===== config.mk =====
export PLATFORM = sky130hd
export DESIGN_NAME = alu_d_ffec32
export DESIGN_NICKNAME = d
export VERILOG_FILES = /design/src/rtl/alu_pkg.sv /design/src/rtl/d_ffec32.sv /design/src/rtl/alu_d_ffec32.sv
export SDC_FILE = /design/constraint.sdc
export NUM_CORES = 1
export LEC_CHECK = 0
export CORE_UTILIZATION = 47
export CTS_CLUSTER_DIAMETER = 50
export CTS_CLUSTER_SIZE = 12
export DETAILED_ROUTE_END_ITERATION = 8
export DONT_BUFFER_PORTS = 1
export GPL_ROUTABILITY_DRIVEN = 0
export GPL_TIMING_DRIVEN = 0
export SYNTH_ARGS = -nofsm -noshare
export SYNTH_HDL_FRONTEND = slang
export SYNTH_HIERARCHICAL = 1
export SYNTH_SLANG_ARGS = --single-unit

===== constraint.sdc =====
create_clock -name Clk -period 11.5 [get_ports Clk]
set_clock_uncertainty 0.1 [all_clocks]
set_input_delay 3.45 -clock Clk [delete_from_list [all_inputs] [get_ports Clk]]
set_output_delay 3.45 -clock Clk [all_outputs]
set_load 0.02 [all_outputs]

===== src/rtl/alu_pkg.sv =====
// Shared constants for the ALU with registered result.
//   ALU_WIDTH : default operand, result and register width
//   ALUC_*    : operation-select encodings driven on Aluc
package alu_pkg;

    localparam int ALU_WIDTH = 32;

    localparam logic [1:0] ALUC_ADD = 2'b00;
    localparam logic [1:0] ALUC_SUB = 2'b01;
    localparam logic [1:0] ALUC_AND = 2'b10;
    localparam logic [1:0] ALUC_OR  = 2'b11;

endpackage


===== src/rtl/d_ffec32.sv =====
// Enabled register bank with asynchronous active-low clear.
// Ports:
//   Clk  in  : rising-edge clock
//   Clrn in  : async active-low clear, overrides En
//   En   in  : load enable
//   D    in  : [WIDTH] data in
//   Q    out : [WIDTH] registered data
//   Qn   out : [WIDTH] bitwise complement of Q (valid during clear)
module d_ffec32
    import alu_pkg::*;
#(
    parameter int WIDTH = ALU_WIDTH
) (
    input  logic             Clk,
    input  logic             Clrn,
    input  logic             En,
    input  logic [WIDTH-1:0] D,
    output logic [WIDTH-1:0] Q,
    output logic [WIDTH-1:0] Qn
);

    always_ff @(posedge Clk or negedge Clrn) begin
        if (!Clrn) begin
            Q <= '0;
        end else if (En) begin
            Q <= D;
        end
    end

    assign Qn = ~Q;

endmodule


===== src/rtl/alu_d_ffec32.sv =====
// Combinational ALU (add/sub/and/or) with zero flag, feeding an enabled,
// async-clear result register.
// Ports:
//   Clk  in  : rising-edge clock
//   Clrn in  : async active-low clear of the result register
//   X, Y in  : [WIDTH] operands
//   Aluc in  : [2] operation select (see alu_pkg)
//   En   in  : result register load enable
//   R    out : [WIDTH] combinational result
//   Z    out : 1 iff R == 0
//   Q    out : [WIDTH] registered result
//   Qn   out : [WIDTH] ~Q
// Optional build macro ALU_FLAGS_EN adds:
//   C, V   out : carry (NOT borrow on subtract) and signed overflow; 0 for logic ops
//   Cq, Vq out : registered C and V, loaded and cleared with Q
module alu_d_ffec32
    import alu_pkg::*;
#(
    parameter int WIDTH = ALU_WIDTH
) (
    input  logic             Clk,
    input  logic             Clrn,
    input  logic [WIDTH-1:0] X,
    input  logic [WIDTH-1:0] Y,
    input  logic [1:0]       Aluc,
    input  logic             En,
    output logic [WIDTH-1:0] R,
`ifdef ALU_FLAGS_EN
    output logic             C,
    output logic             V,
    output logic             Cq,
    output logic             Vq,
`endif
    output logic             Z,
    output logic [WIDTH-1:0] Q,
    output logic [WIDTH-1:0] Qn
);

    always_comb begin
        R = '0;
        case (Aluc)
            ALUC_ADD: R = X + Y;
            ALUC_SUB: R = X - Y;
            ALUC_AND: R = X & Y;
            ALUC_OR:  R = X | Y;
            default:  R = '0;
        endcase
    end

    assign Z = ~|R;

`ifdef ALU_FLAGS_EN
    logic [WIDTH:0]   add_ext;
    logic [WIDTH:0]   sub_ext;
    logic [WIDTH+1:0] bank_d;
    logic [WIDTH+1:0] bank_q;
    logic [WIDTH+1:0] bank_qn;

    // Subtract is formed as X + ~Y + 1 so the carry-out is the inverted borrow.
    always_comb begin
        add_ext = {1'b0, X} + {1'b0, Y};
        sub_ext = {1'b0, X} + {1'b0, ~Y} + {{WIDTH{1'b0}}, 1'b1};
        C = 1'b0;
        V = 1'b0;
        case (Aluc)
            ALUC_ADD: begin
                C = add_ext[WIDTH];
                V = (X[WIDTH-1] == Y[WIDTH-1]) && (add_ext[WIDTH-1] != X[WIDTH-1]);
            end
            ALUC_SUB: begin
                C = sub_ext[WIDTH];
                V = (X[WIDTH-1] != Y[WIDTH-1]) && (sub_ext[WIDTH-1] != X[WIDTH-1]);
            end
            default: begin
                C = 1'b0;
                V = 1'b0;
            end
        endcase
    end

    // Flags ride in the same bank as the result so they load/clear together.
    assign bank_d = {V, C, R};

    d_ffec32 #(.WIDTH(WIDTH + 2)) u_reg (
        .Clk  (Clk),
        .Clrn (Clrn),
        .En   (En),
        .D    (bank_d),
        .Q    (bank_q),
        .Qn   (bank_qn)
    );

    assign Q  = bank_q[WIDTH-1:0];
    assign Qn = bank_qn[WIDTH-1:0];
    assign Cq = bank_q[WIDTH];
    assign Vq = bank_q[WIDTH+1];
`else
    d_ffec32 #(.WIDTH(WIDTH)) u_reg (
        .Clk  (Clk),
        .Clrn (Clrn),
        .En   (En),
        .D    (R),
        .Q    (Q),
        .Qn   (Qn)
    );
`endif

endmodule


# ---- Yosys cells after proc, flatten, opt, wreduce, memory -nomap -nowiden
# Cells that the tools add are included.
dict set report classes {
  addsub 2
  multipliers 0
  div 0
  n_lt_le_gt_ge 0
  n_eq_ne 3
  shifts 0
  muxes 1
  bitwise_logic 3
  reduce_logical 3
}
# cell n
set op_table {}
lappend op_table {{$pmux W32 S4} 1}
lappend op_table {{$add A32 B32 Y32} 1}
lappend op_table {{$and A32 B32 Y32} 1}
lappend op_table {{$not A32 Y32} 1}
lappend op_table {{$or A32 B32 Y32} 1}
lappend op_table {{$reduce_or A32 Y1} 1}
lappend op_table {{$sub A32 B32 Y32} 1}
lappend op_table {{$eq A2 B2 Y1 const B} 2}
lappend op_table {{$eq A2 B1 Y1 const B} 1}
lappend op_table {{$logic_not A2 Y1} 1}
lappend op_table {{$logic_not A1 Y1} 1}
dict set report word_totals {
  regBits 32
  latchBits 0
  ram_bits 0
  rom_bits 0
  input_bits 69
  output_inout_bits 97
  word_cells 13
  mem_count 0
}

# ---- Depth between registers and ports, before layout
dict set report logic_depth {
  ltp_word 4
  mapped_depth 22
}

# ---- Cells and area by module
# Netlist, hierarchy kept.
# mod instances cells_each area_per_inst_um2
set by_module_without_submodules {}
lappend by_module_without_submodules {alu_d_ffec32 1 506 3315.7}
lappend by_module_without_submodules {d_ffec32 1 100 1465.2}

# ---- Worst setup path before layout
# No wires, ideal clock.
dict set report synth_timing {
  kind {input port to output port}
  startpoint {in Aluc[0]}
  endpoint {out Z}
  arrival_ps 8525
  required_ps 7950
  slack_ps -575
  stages 20
  path_buffers 6
  cell_sequence {buf_2 > buf_1 > clkbuf_1 > clkbuf_1 > nor2b_1 > clkbuf_1 > clkbuf_1 > nor2_1 > xnor2_1 > ha_1 > nor2b_1 > o21a_1 > nor3_1 > o32ai_1 > or4b_1 > or4_1 > or4b_1 > nor4_1 > nand4bb_1 > and4bb_1}
}
dict set report synth_via {
  elab_chain_cells 4
  word_cells_on_any_way 7
  classes_between {eq/ne: 3; mux: 1; reduce/logical: 3}
}
# element line_no
set synth_rtl {}
lappend synth_rtl {{start: declaration} alu_d_ffec32.sv:25} ;# input logic [1:0] Aluc,
lappend synth_rtl {{$eq A2 B2 Y1 (tied with other cells)} alu_d_ffec32.sv:41} ;# case (Aluc)
lappend synth_rtl {{$pmux W32 S4 (*)} alu_d_ffec32.sv:41}
lappend synth_rtl {{named net R[4]} alu_d_ffec32.sv:27} ;# output logic [WIDTH-1:0] R,
lappend synth_rtl {{$reduce_or A32 Y1 (*)} alu_d_ffec32.sv:50} ;# assign Z = ~|R;
lappend synth_rtl {{$logic_not A1 Y1 (*)} alu_d_ffec32.sv:50}
lappend synth_rtl {{end: declaration} alu_d_ffec32.sv:34} ;# output logic Z,
# Mark *: on every way through the listed nets, which the timed path passes. The rest lies on a longest branch.

# ---- Final worst setup path
dict set report layout_timing {
  startpoint {in Aluc[1]}
  endpoint {out Z}
}
# The elaborated chain is that of the path after synthesis.

==> flow_summary.json <==
{
  "cp_data_required_time_ns": 7.95,
  "ys.flop_type": "dfrtp_1",
  "nets": 740,
  "n_antenna_cell": 0,
  "synthMostInstantiatedCell": "nand2_1",
  "hold_ws_ns": 0.5865,
  "cts_buffers": 5,
  "crit_fanout": 12,
  "synth-async-reset-ratio_pct": 100.0,
  "ys_ff_latch": 32,
  "cts.clk_slew.worst_paths_ns": 0.06,
  "largest_reg_flops": 32,
  "critPathKind": "input port to output port",
  "period_minus_slack_ns": 11.46,
  "dieArea_sq_mm": 0.01058,
  "numPlacedInstances": 740,
  "ant_nets": 0,
  "first_global_vias": 4813,
  "cts_root_buffer": "clkbuf_8",
  "setup_viol": 0,
  "dr.pass1.iters": 5,
  "reg_top3": "u_reg/Q: 32 flops",
  "die_h_microns": 102.9,
  "synth_top_area_cell": "dfrtp_1",
  "fin_crit_sh_pct": 99.65,
  "cts_tree": "built",
  "rr_startpoint": "u_reg/Q[12]",
  "hpwl_microns": 11740,
  "synth_nets": 710,
  "coreArea_sq_mm": 0.009819,
  "design_area_sq_mm": 0.005724,
  "status": "complete, no violations",
  "die_w_microns": 102.9,
  "tightest_slew_ns": 1.034,
  "rows": 36,
  "synth_cell_type_count": 70,
  "htreeDepth": 2,
  "io_pins": 166,
  "start_util_pct": 48.69,
  "vias": 4847,
  "hp-class": "flop to flop",
  "antenna_found_initial": 0,
  "ys_seq_area_share_pct": 16.75,
  "clockBufferDepth": 2,
  "avgSynthCellArea_sq_um": 7.889,
  "fmax_ghz": 0.08726,
  "cp.arrival_ns": 7.91,
  "wirelength_microns": 15560,
  "netlist_top_cells_count": "nand2_1 (51), a21oi_1 (50), inv_1 (49), o21ai_0 (43), nor2_1 (37)",
  "clk_latency_ns": 0.31,
  "track_usage_pct": 28.70,
  "crit_start": "Aluc[1]",
  "max_slew_margin_pct": 30.50,
  "place_area_sq_mm": 0.004975,
  "fin_cells": 770,
  "grt_overflow_total": 0,
  "cp_cell_sequence": "inv_4, buf_4, buf_4, nand2_4, buf_12, o21ai_4, inv_1, ha_1, nor2b_1, o2111ai_2, and3_4, nor3_4, or4b_4, or4_4, or4b_4, nor4_4, nand4bb_1, and4bb_2",
  "synthCells": 606,
  "synthTopCellsByArea": "dfrtp_1 (17%), mux2_4 (9.4%), ha_1 (8.9%)",
  "cts_sinks": 32,
  "r2r_setup_slack_ns": 10.50,
  "syn_to_final_growth_pct": 19.73,
  "cts_hold_buf": 0,
  "post-route-util_pct": 58.30,
  "cp-end-kind": "output port",
  "r2r_end": "u_reg/Q[12]",
  "total_power_uw": 692.9,
  "start_kind": "input port",
  "crit_slowest_cell": "or4b_4",
  "grt_max_degree": 33,
  "portBuffers": 0,
  "slew_viol_final": 0,
  "drive_above_1_share_pct": 21.51,
  "power.density_mw_per_mm2": 121.0,
  "slowest_delay_ns": 0.55,
  "mappedNetlistArea_sq_mm": 0.004781,
  "drt-vias-per-instance": 6.295,
  "p_leak_uw": 0.002482,
  "drt_iter0_drc": 244,
  "cap_violations": 0,
  "ir_drop_mv": 0.06017,
  "r2r_cells": 1,
  "drc": 0,
  "post_drt_wl_per_cell_microns": 20.21,
  "finalHoldViolations": 0,
  "synth_edf_count": 0,
  "grt_pass1_wl_microns": 23320,
  "synthDominantCellAreaShare_pct": 16.75,
  "largest-register": "u_reg/Q",
  "yosys_warnings": 6,
  "setup.worst_path.end": "Z"
}
[worst max-delay path, delay by kind of cell]
family	cells	cell delay (ns)
adders and majority gates	1	0.26
AOI/OAI and AO/OA	2	0.50
and+or+nand+nor	10	2.89
buffers and inverters	5	0.79
[layout by cell type (no fill, tap or decap), types with 10 or more instances in the layout]
master    count
a21o_1       16
a21oi_1      43
buf_4        26
clkbuf_1     11
dfrtp_1      32
ha_1         31
inv_1        49
maj3_1       21
mux2_4       30
nand2_1      46
nand3_1      10
nor2_1       34
nor3_1       12
o21ai_0      34
o21ai_1      13
xnor2_1      32
xor2_1       15
[power by group]
part | internal (uW) | leakage (uW) | switching (uW) | total, uW
registers | 139 | 0.000378 | 57.6 | 196
clock network | 48.9 | 0.0000455 | 47.9 | 96.8
logic | 156 | 0.00206 | 244 | 400
[routing by layer]
layer | global-route usage (%) | routed length, microns | vias up
met3 | 6.847 | 1368 | 48
met1 | 34.30 | 6302 | 2299
met2 | 48.21 | 7290 | 234
met5 | 0 | 0 | -
met4 | 14.19 | 601 | 0
li1 | - | - | 2266
[layout make-up]
class / count / area (sq um)
multi-input cells: 495 / 3986
fillers: 905 / 4095
clock buffers: 8 / 90.09
repair buffers: 25 / 185.2
plain buffers: 27 / 305.3
flip-flops and latches: 32 / 800.8
well taps: 133 / 166.4
inverters: 50 / 190.2
[worst min path at each step]
stage	from	end	slack, ns	cells past startpoint
detailed placement	u_reg/Q[6]	u_reg/Q[6]	0.57	1
finish	u_reg/Q[16]	u_reg/Q[16]	0.59	1
CTS	u_reg/Q[31]	u_reg/Q[31]	0.59	1
global placement	u_reg/Q[16]	u_reg/Q[16]	0.57	1
floorplan	u_reg/Q[30]	u_reg/Q[30]	0.56	1
global route	u_reg/Q[3]	u_reg/Q[3]	0.62	1
[per-stage QoR]
stage | setup WS (ns) | setup TNS, ns
floorplan | 0.0007603 | 0
global placement | -1.584 | -10.99
detailed placement | -1.604 | -11.37
CTS | 0.002285 | 0
global route | -0.03856 | -0.03856
finish | 0.04011 | 0
[kinds of logic (layout without fill, tap and decap cells)]
kind of cell / count (synthesis) / count (layout) / share of synthesized area (%)
compound gates: 185 / 185 / 24.86
xor+xnor: 48 / 48 / 8.793
fa+ha+maj: 57 / 57 / 13.95
buf+inv: 79 / 110 / 7.433
mux: 34 / 34 / 10.31
flops: 32 / 32 / 16.75
simple gates: 171 / 171 / 17.90
[what timing repair did]
action	4_1_cts	5_1_grt
cloned	0	0
setup endpoints to repair	21	1
buffers inserted	17	7
pin swaps	15	15
gates resized for setup	67	49
Power figures use the tool's default switching activity.
